`src/rtl/pcie_trans_pkg.sv`:
```
// Shared definitions for the PCIE transaction path: pop-scheduler FSM states and VC identifiers.
package pcie_trans_pkg;

    typedef enum logic [1:0] {
        ST_IDLE    = 2'd0,
        ST_RUN     = 2'd1,
        ST_BACKOFF = 2'd2
    } state_t;

    localparam logic VC0 = 1'b0;
    localparam logic VC1 = 1'b1;

endpackage

```
`src/rtl/vc_arbiter.sv`:
```
// VC0/VC1 egress arbiter: strict VC0 priority with a saturating anti-starvation counter for VC1.
module vc_arbiter
    import pcie_trans_pkg::*;
#(
    parameter int unsigned STARVE_MAX = 4
) (
    input  logic clk,
    input  logic reset,
    input  logic grant_en,
    input  logic vc0_empty,
    input  logic vc0_almost_empty,
    input  logic vc1_empty,
    input  logic vc1_almost_empty,
    input  logic vc0_pop,
    input  logic vc1_pop,
    output logic gnt_valid,
    output logic gnt_vc
);

    logic [3:0] starve_cnt;
    logic       vc0_elig;
    logic       vc1_elig;

    // A pop already in flight on an almost-empty FIFO will drain it, so that FIFO sits out a cycle.
    always_comb begin
        vc0_elig  = !vc0_empty && !(vc0_pop && vc0_almost_empty);
        vc1_elig  = !vc1_empty && !(vc1_pop && vc1_almost_empty);
        gnt_valid = 1'b0;
        gnt_vc    = VC0;
        if (grant_en) begin
            if (vc0_elig && ((starve_cnt < 4'(STARVE_MAX)) || !vc1_elig)) begin
                gnt_valid = 1'b1;
                gnt_vc    = VC0;
            end else if (vc1_elig) begin
                gnt_valid = 1'b1;
                gnt_vc    = VC1;
            end
        end
    end

    // Counter is frozen whenever egress is not running, so a re-enabled burst keeps its history.
    always_ff @(posedge clk) begin
        if (reset) begin
            starve_cnt <= '0;
        end else if (grant_en) begin
            if (vc1_empty || (gnt_valid && gnt_vc == VC1)) begin
                starve_cnt <= '0;
            end else if (gnt_valid && gnt_vc == VC0 && starve_cnt < 4'(STARVE_MAX)) begin
                starve_cnt <= starve_cnt + 4'd1;
            end
        end
    end

endmodule

```
`src/rtl/vc_pop_scheduler.sv`:
```
// Central pop sequencer: Main FIFO pop toward the VC demux and arbitrated VC0/VC1 pops into the VC mux.
module vc_pop_scheduler
    import pcie_trans_pkg::*;
#(
    parameter int unsigned STARVE_MAX  = 4,
    parameter int unsigned BACKOFF_CYC = 2
) (
    input  logic       clk,
    input  logic       reset,
    input  logic       enable,
    input  logic       mf_empty,
    input  logic       mf_almost_empty,
    input  logic       vc0_pause,
    input  logic       vc1_pause,
    input  logic       vc0_empty,
    input  logic       vc0_almost_empty,
    input  logic       vc1_empty,
    input  logic       vc1_almost_empty,
    input  logic       d0_pause,
    input  logic       d1_pause,
    output logic       mf_pop,
    output logic       vc0_pop,
    output logic       vc1_pop,
    output logic [1:0] state
);

    state_t     cur_state;
    state_t     nxt_state;
    logic [2:0] backoff_cnt;
    logic [2:0] backoff_nxt;
    logic       any_pause;
    logic       grant_en;
    logic       gnt_valid;
    logic       gnt_vc;
    logic       mf_pop_next;
    logic       vc0_pop_next;
    logic       vc1_pop_next;

    assign any_pause = d0_pause | d1_pause;
    assign state     = cur_state;

    always_ff @(posedge clk) begin
        if (reset) begin
            cur_state   <= ST_IDLE;
            backoff_cnt <= '0;
        end else begin
            cur_state   <= nxt_state;
            backoff_cnt <= backoff_nxt;
        end
    end

    always_comb begin
        nxt_state   = ST_IDLE;
        backoff_nxt = backoff_cnt;
        if (enable) begin
            case (cur_state)
                ST_RUN: begin
                    if (any_pause) begin
                        nxt_state   = ST_BACKOFF;
                        backoff_nxt = 3'(BACKOFF_CYC - 1);
                    end else begin
                        nxt_state = ST_RUN;
                    end
                end
                ST_BACKOFF: begin
                    if (backoff_cnt == '0 && !any_pause) begin
                        nxt_state = ST_RUN;
                    end else begin
                        nxt_state = ST_BACKOFF;
                        if (backoff_cnt != '0) begin
                            backoff_nxt = backoff_cnt - 3'd1;
                        end
                    end
                end
                default: nxt_state = ST_RUN;
            endcase
        end
    end

    // A pause seen in the grant cycle suppresses the grant rather than waiting for BACKOFF.
    always_comb begin
        grant_en     = enable && (cur_state == ST_RUN) && !any_pause;
        mf_pop_next  = enable && !mf_empty && !vc0_pause && !vc1_pause
                       && !(mf_pop && mf_almost_empty);
        vc0_pop_next = gnt_valid && (gnt_vc == VC0);
        vc1_pop_next = gnt_valid && (gnt_vc == VC1);
    end

    always_ff @(posedge clk) begin
        if (reset) begin
            mf_pop  <= 1'b0;
            vc0_pop <= 1'b0;
            vc1_pop <= 1'b0;
        end else begin
            mf_pop  <= mf_pop_next;
            vc0_pop <= vc0_pop_next;
            vc1_pop <= vc1_pop_next;
        end
    end

    vc_arbiter #(
        .STARVE_MAX(STARVE_MAX)
    ) u_vc_arbiter (
        .clk              (clk),
        .reset            (reset),
        .grant_en         (grant_en),
        .vc0_empty        (vc0_empty),
        .vc0_almost_empty (vc0_almost_empty),
        .vc1_empty        (vc1_empty),
        .vc1_almost_empty (vc1_almost_empty),
        .vc0_pop          (vc0_pop),
        .vc1_pop          (vc1_pop),
        .gnt_valid        (gnt_valid),
        .gnt_vc           (gnt_vc)
    );

endmodule
```
`config.mk`:
```
export PLATFORM = sky130hd
export DESIGN_NAME = vc_pop_scheduler
export DESIGN_NICKNAME = d
export VERILOG_FILES = /design/src/rtl/pcie_trans_pkg.sv /design/src/rtl/vc_arbiter.sv /design/src/rtl/vc_pop_scheduler.sv
export SDC_FILE = /design/constraint.sdc
export NUM_CORES = 1
export LEC_CHECK = 0
export CORE_ASPECT_RATIO = 0.9
export CORE_MARGIN = 8
export CORE_UTILIZATION = 40
export CTS_BUF_LIST = sky130_fd_sc_hd__clkbuf_4 sky130_fd_sc_hd__clkbuf_8
export DETAILED_ROUTE_END_ITERATION = 8
export PLACE_DENSITY = 0.71
export SLEW_MARGIN = 25
export SYNTH_ARGS = -nofsm -noshare
export SYNTH_HDL_FRONTEND = slang
export SYNTH_SLANG_ARGS = --single-unit
```
`constraint.sdc`:
```
create_clock -name clk -period 1.4 [get_ports clk]
set_clock_uncertainty 0.1 [all_clocks]
set_input_delay 0.35 -clock clk [delete_from_list [all_inputs] [get_ports clk]]
set_output_delay 0.35 -clock clk [all_outputs]
set_load 0.05 [all_outputs]
```
Word level (Yosys, flattened, before mapping) --
Index checks and enable logic that the tools add are counted.
Word-level totals: output and inout bits 5, logic and storage cells 66, register bits after elaboration 12
Operators by class: mux-type cells 14, magnitude comparators 1, reductions and logical operators 35, bitwise operators 3, add/sub/neg operators 2, equality and inequality tests 5
Operator list (number):
- logical AND 1 bit | 16
- logical NOT 1 bit | 10
- 2-to-1 mux 3 bit | 3
- 2-to-1 mux 4 bit | 2
- inequality test 2 bit, second input constant | 3
- one-hot mux 3 bit (2 select lines) | 1
- 2-to-1 mux 1 bit | 5
- AND reduction 5 bit | 1
- adder 4 x 1 -> 4 bit, second input constant | 1
- < comparator 4 x 3 -> 1 bit, second input constant | 1
- 2-to-1 mux 2 bit | 2
- one-hot mux 2 bit (2 select lines) | 1
- nonzero test 2 bit | 2
- logical NOT 3 bit | 1
- nonzero test 3 bit | 1
- subtractor 3 x 1 -> 3 bit, second input constant | 1
- == test 2 x 1 -> 1 bit, second input constant | 1
- == test 2 bit, second input constant | 1
- logical OR 1 bit | 2
- NOT 1 bit | 2
- AND reduction 2 bit | 1
- OR reduction 2 bit | 1
- OR 1 bit | 1

Depth between registers and ports, before layout --
Gate-level depths: netlist of run 1.
depth after elaboration 13, mapped depth 6, depth with buffers taken out 6

Cells and area by module --
From an unflattened synthesis of run 1, not the netlist that was laid out.
Unflattened totals: cell total of the unflattened synthesis 75, area total of the unflattened synthesis 695.7 um2
By module, submodules not included:
- vc_pop_scheduler | area an instance 436.7 um2, instances 1, cells each 48
- vc_arbiter | area an instance 259.0 um2, instances 1, cells each 27

Worst setup path before layout of run 1 --
OpenSTA, ideal clock, no wires.
kind reg-to-reg, start point reg cur_state[1] (netlist: state[1]), end point reg backoff_cnt[1], data arrival time 1.778 ns, stages on the path, launching flop included 7, setup slack -0.547 ns, clock period less this slack 1.947 ns, setup time 0.070 ns, buffers on the path 0, cell sequence dfxtp_1 inv_1 ha_1 nor3b_2 nand4bb_4 or3b_1 a21oi_1
Between the ends: cells in the longest elaborated chain, start to end 3
Ends and longest elaborated chain:
- start, declared | line vc_pop_scheduler.sv:27 | state_t cur_state;
- start signal, assigned | line vc_pop_scheduler.sv:47 | cur_state <= nxt_state;
- == test 2 bit or == test 2 x 1 -> 1 bit (tied branches) | line vc_pop_scheduler.sv:56 | case (cur_state)
- inequality test 2 bit (no source line) or nonzero test 2 bit (tied branches)
- AND reduction 5 bit (no source line)
- end signal, assigned | line vc_pop_scheduler.sv:48 | backoff_cnt <= backoff_nxt;
- end, declared | line vc_pop_scheduler.sv:29 | logic [2:0] backoff_cnt;
Several ways; a longest one is shown, not always the timed one. A chain may end at the register's enable or synchronous reset.

Final worst setup path of run 1 --
Same ends and word-level chain as after synthesis.

==> flow_metrics.tcl, run 1 <==
set metrics [dict create \
    r2r_slack_ps -180 \
    globalRouteOverflowTotal 0 \
    layout-area-overhead-vs-synth_pct 69.83 \
    finalHoldViolCount 0 \
    startpoint "state[1]" \
    r2r_cells 6 \
    drv_slew 0 \
    power_frac_comb_pct 19.0 \
    grt_max_degree 8 \
    internal_power_w 0.0005853 \
    floorplan.initialDensity_pct 41.24 \
    p_sw_share_pct 23.26 \
    fmax_mhz 632.4 \
    gp_congestion 0.8109 \
    synth.distinct_cells 30 \
    drt_iter0_drc 1 \
    synth_nets 89 \
    worstSetupStartpointType "flop" \
    grt_pass1_wl_um 2766 \
    synth.cell_area_um2 671.9 \
    async_flop_share_pct 0 \
    cp-end-kind "flop" \
    holdWs_ps 357.2 \
    endpoint "backoff_cnt[1]" \
    final_design_area_no_fill_um2 1141 \
    crit_required_ps 1510 \
    tightest_slew_ps 255.2 \
    yosys.cell_count.top_type "dfxtp_1" \
    cp_max_fo 5 \
    ys.flop_type "dfxtp_1" \
    postLayoutSetupSlackWorst_ps -181.3 \
    ys_warn_count 0 \
    worstSkewPairLatency_ps 270 \
    synth_edf_count 0 \
    core_area_um2 1629 \
    fill_cells 146 \
    crit_type "flop to flop" \
    ir_drop_v 0.0005897 \
    period_minus_slack_ps 1581 \
    firstDrtPassIters 4 \
    cts_hold_buf 0 \
    rr_startpoint "state[1]" \
    port_buffers 17 \
    place_ws_ps -540.3 \
    rsz0062_at_grt "yes" \
    ctsLongestPathBuffers 2 \
    fin_nets 129 \
    root_buffer "clkbuf_4" \
    synthDominantCellAreaShare_pct 35.75 \
    clkPwrFrac_pct 35.5 \
    rr_endpoint "backoff_cnt[1]" \
    p_leak_nw 0.4565 \
    detail_route.vias_per_cell 5.022 \
    period_share_pct 113.0 \
    antenna_found_initial 0 \
    clk_pin_slew_worst_paths_ps 80 \
    place_hpwl_um 1373 \
    row_count 14 \
    clock-sinks 12 \
    routed_wl_um 1661 \
    p_sw_w 0.0001774 \
    h-tree-depth 1 \
    numCtsBuffers 3 \
    min_path_type "flop to flop" \
    synthCells 71 \
    grt_use_total_pct 11.07 \
    synth.top_cells.by_count "dfxtp_1 (12), nor2_1 (9), a21oi_1 (7), inv_1 (7), ha_1 (5)" \
    ys_ff_latch 12 \
    cts_tree "yes" \
    die-width_um 59.20 \
    netlist_top_cells_area "dfxtp_1 (36%), ha_1 (9.3%), a21oi_1 (5.2%)" \
    violations "negative setup slack" \
    finalSetupViolations 6 \
    grt_pass1_vias 659 \
    wl_per_cell_um 12.40 \
    die_h_um 54.88 \
    drive_above_1_share_pct 37.27 \
    num_vias 673 \
    power_frac_seq_pct 45.6 \
    p_per_area_nw_per_um2 668.4 \
    drc_errors 0 \
    n_antenna_cell 0 \
    syn_avg_cell_area_um2 9.463 \
    io-pin-count 18 \
    cap_viol_max_count 0 \
    tns_ps -653.6 \
    die_area_um2 3249 \
    yosysTopAreaCell "dfxtp_1" \
    ant_nets 0 \
    arrival_ps 1690 \
    status "complete, but fails checks" \
    slew_headroom_pct 82.84 \
    ys_seq_area_share_pct 35.75 \
    dpl_cell_area_um2 1072 \
    final_util_pct 70.05 \
]
routing by layer:
metal / vias up / wire length [µm] / part of all wire (%) / track usage, %
met5: - / 0 / 0 / 0
met4: 0 / 13 / 0.78 / 3.175
met3: 2 / 103 / 6.2 / 5.399
met2: 14 / 822 / 49 / 19.18
met1: 313 / 721 / 43 / 11.84
li1: 344 / - / - / -
state kept, by name (all words and copies together), names as in the netlist:
register                 cells
backoff_cnt                  3
mf_pop                       1
state                        2
u_vc_arbiter.starve_cnt      4
vc0_pop                      1
vc1_pop                      1
worst min path at each step:
| stage | start | endpoint | slack (ps) | cells after the start |
|---|---|---|---|---|
| 2_1_floorplan | reset | backoff_cnt[1] | 320 | 1 |
| 3_5_place_dp | backoff_cnt[1] | backoff_cnt[1] | 350 | 2 |
| 3_3_place_gp | backoff_cnt[1] | backoff_cnt[1] | 340 | 2 |
| 5_1_grt | backoff_cnt[1] | backoff_cnt[1] | 380 | 2 |
| 6_report | backoff_cnt[1] | backoff_cnt[1] | 360 | 2 |
| 4_1_cts | backoff_cnt[1] | backoff_cnt[1] | 360 | 2 |
timing repair:
action	4_1_cts	5_1_grt
endpoints found under the setup margin	10	10
resized for setup	4	4
buffers inserted	0	2
pin swaps	5	4
layout make-up:
type	count	area (µm²)	area share, %
Sequential cell	12	249.0	21.82
Timing Repair Buffer	35	354.1	31.03
Clock buffer	4	36.28	3.180
Tap cell	24	30.03	2.632
Multi-Input combinational cell	52	445.4	39.04
Inverter	7	26.28	2.303
per-stage QoR:
step	std cells	total power [W]
floorplan	71	0.0004087
global placement	128	0.0004905
detailed placement	128	0.0004936
CTS	132	0.0007552
global route	134	0.0008015
finish	134	0.0007627
power by group through the flow:
stage	combinational (W)	clock [W]	sequential [W]
floorplan	0.0000445	0	0.000364
global placement	0.000135	0	0.000355
detailed placement	0.000138	0	0.000356
CTS	0.000135	0.000273	0.000348
global route	0.000157	0.000296	0.000348
finish	0.000145	0.000270	0.000347
logic make-up after synthesis:
family / Yosys count / share of synthesized area, %
adders and majority gates: 5 / 9.311
buffers and inverters: 7 / 3.911
and+or+nand+nor: 26 / 27.75
AOI/OAI and AO/OA: 19 / 20.30
xor gates and xnor gates: 1 / 1.304
DFF: 12 / 35.75
muxes: 1 / 1.676
critical path: stages, from the launching register on:
cell,delay [ps]
dfxtp_4,360
inv_2,40
ha_4,160
nor3b_4,150
nand4bb_4,210
or3b_1,370
a21oi_1,140
layout by cell type, fill, tap and decap left out, types with 2 or more instances in the layout:
cell,Yosys,routed
nand2b_1,2,2
nor2_1,9,8
dfxtp_4,0,2
a21oi_1,7,7
buf_12,0,5
nand4bb_4,1,2
inv_1,7,6
ha_1,5,3
o21ai_0,3,2
clkdlybuf4s50_1,0,8
buf_4,0,17
clkbuf_4,0,3
a211oi_1,2,2
nand3b_1,2,2
dfxtp_1,12,9
dlygate4sd2_1,0,4
nor2b_1,2,2
(Power assumes the default switching activity.)
==> run 2, diff against run 1 <==
--- a/config.mk
+++ b/config.mk
@@ -10,7 +10,7 @@
 export CORE_UTILIZATION = 40
 export CTS_BUF_LIST = sky130_fd_sc_hd__clkbuf_4 sky130_fd_sc_hd__clkbuf_8
 export DETAILED_ROUTE_END_ITERATION = 8
-export PLACE_DENSITY = 0.71
+export PLACE_DENSITY = 0.68
 export SLEW_MARGIN = 25
 export SYNTH_ARGS = -nofsm -noshare
 export SYNTH_HDL_FRONTEND = slang
==> constraint.sdc (replaced) <==
create_clock -name clk -period 1.6 [get_ports clk]
set_clock_uncertainty 0.1 [all_clocks]
set_input_delay 0.4 -clock clk [delete_from_list [all_inputs] [get_ports clk]]
set_output_delay 0.4 -clock clk [all_outputs]
set_load 0.05 [all_outputs]
==> flow_metrics.tcl, run 2 (synthesized netlist as in run 1, its figures left out) <==
set metrics [dict create \
    r2r_slack_ps -50 \
    worstSkewPairLatency_ps 270 \
    hold_end "backoff_cnt[1]" \
    r2r_cells 6 \
    largest_reg_flops 4 \
    place_ws_ps -372.5 \
    worstHoldStart "backoff_cnt[1]" \
    globalRouteOverflowTotal 0 \
    floorplan.initialDensity_pct 41.24 \
    tns_ps -47.33 \
    firstDrtPassIters 4 \
    wl_per_cell_um 12.89 \
    rr_startpoint "state[1]" \
    rsz0062_at_grt "yes" \
    place_hpwl_um 1298 \
    final_common_cell "buf_4" \
    crit_type "flop to flop" \
    postLayoutSetupSlackWorst_ps -47.33 \
    clk_pin_slew_worst_paths_ps 80 \
    drc_errors 0 \
    port_buffers 17 \
    critPathBufInv 1 \
    violations "negative setup slack" \
    period_minus_slack_ps 1647 \
    fmax_mhz 607.0 \
    numCtsBuffers 3 \
    rr_endpoint "backoff_cnt[1]" \
    finalHoldViolCount 0 \
    grt_use_total_pct 10.43 \
    p_leak_nw 0.4297 \
    critical_path.cell_chain "inv_2 -> ha_4 -> nor3b_4 -> nand4bb_4 -> or3b_4 -> a21oi_2" \
    die-width_um 59.20 \
    path_delay_family "simple AND/OR/NAND/NOR gates" \
    num_vias 649 \
    drv_slew 0 \
    slew_headroom_pct 82.22 \
    cts_hold_buf 0 \
    grt_pass1_wl_um 2553 \
    final_cell_mix "buf_4 (13), dfxtp_1 (10), nor2_1 (9), clkdlybuf4s50_1 (9)" \
    h-tree-depth 1 \
    power_w 0.0006768 \
    slowest_delay_ps 410 \
    tightest_slew_ps 263.1 \
    min_path_type "flop to flop" \
    routed_wl_um 1663 \
    io-pin-count 18 \
    cap_viol_max_count 0 \
    min_path_cells 2 \
    cp-end-kind "flop" \
    status "complete, but fails checks" \
    die_h_um 54.88 \
    cp_max_fo 4 \
    p_per_area_nw_per_um2 616.8 \
    crit_required_ps 1710 \
    n_antenna_cell 0 \
    root_buffer "clkbuf_4" \
    arrival_ps 1760 \
    die_area_um2 3249 \
    ir_drop_v 0.0004412 \
    ant_nets 0 \
    drt_iter0_drc 6 \
    grt_max_degree 8 \
    detail_route.vias_per_cell 5.031 \
    antenna_found_initial 0 \
    grt_pass1_vias 608 \
    worst-path-stages 6 \
    finalSetupViolations 1 \
    ctsLongestPathBuffers 2 \
    fin_nets 124 \
    gp_congestion 0.7530 \
    row_count 14 \
    core_area_um2 1629 \
    clock-sinks 12 \
    layout-area-overhead-vs-synth_pct 63.31 \
    regMostFlops "u_vc_arbiter.starve_cnt" \
    slowest_stage "or3b_4" \
    period_share_pct 103.0 \
    drive_above_1_share_pct 33.33 \
    cts_tree "yes" \
    worstSetupStartpointType "flop" \
]
## run 2: cell count changes in the layout (fill, tap and decap cells not counted), sizes merged
cell and change:
buf -5, clkdlybuf4s50 +1, dlygate4sd2 -1
## run 2: worst max path at each step
stage          startpoint                    endpoint  slack (ps)
5_1_grt          state[1]              backoff_cnt[1]        -100
3_5_place_dp     d1_pause              backoff_cnt[1]        -370
3_3_place_gp     d1_pause  u_vc_arbiter.starve_cnt[0]        -350
2_1_floorplan    state[1]              backoff_cnt[1]         -40
4_1_cts          state[0]              backoff_cnt[1]         -50
6_report         state[1]              backoff_cnt[1]         -50
## run 2: area by class of cell
class,count,area [µm²]
Clock buffer,4,36.28
Fill cell,142,531.8
Multi-Input combinational cell,52,442.9
Inverter,7,26.28
Tap cell,24,30.03
Timing Repair Buffer,30,314.1
Sequential cell,12,247.7
## run 2: worst min-delay path: cells and delay by family, from the launching register on
kind / cells / cell delay, ps
AO/OA/AOI/OAI: 1 / 50
flip-flops: 1 / 320
AND/OR/NAND/NOR: 1 / 80
## run 2: per-stage QoR
stage	cell area (µm²)	std cells	hold slack, ps	utilization (%)
after CTS	1051	125	374.1	64.52
after global placement	1005	120	337.5	61.67
after global routing	1097	129	423.4	67.36
after detailed placement	1005	120	361.9	61.67
after floorplan	694.4	71	325.8	-
final	1097	129	387.0	67.36
## run 2: repair_timing
action / 4_1_cts / 5_1_grt
pin swaps: 4 / 3
setup endpoints to repair: 5 / 4
hold endpoints to repair: 0 / 0
gates resized for setup: 4 / 4
setup buffers: 1 / 4
## run 2: routing by layer
layer	wire (µm)	track usage (%)	vias to the layer above
met5	0	0	-
met4	14	3.571	0
met3	98	4.930	2
met2	816	17.56	11
met1	734	11.42	305
li1	-	-	331
## run 2: where the power goes
group / leakage [nW] / total, W / switching (W) / internal [W]
Combinational: 0.310 / 0.000123 / 0.0000510 / 0.0000719
Clock: 0.0210 / 0.000249 / 0.000111 / 0.000138
Sequential: 0.0985 / 0.000305 / 0.00000438 / 0.000300
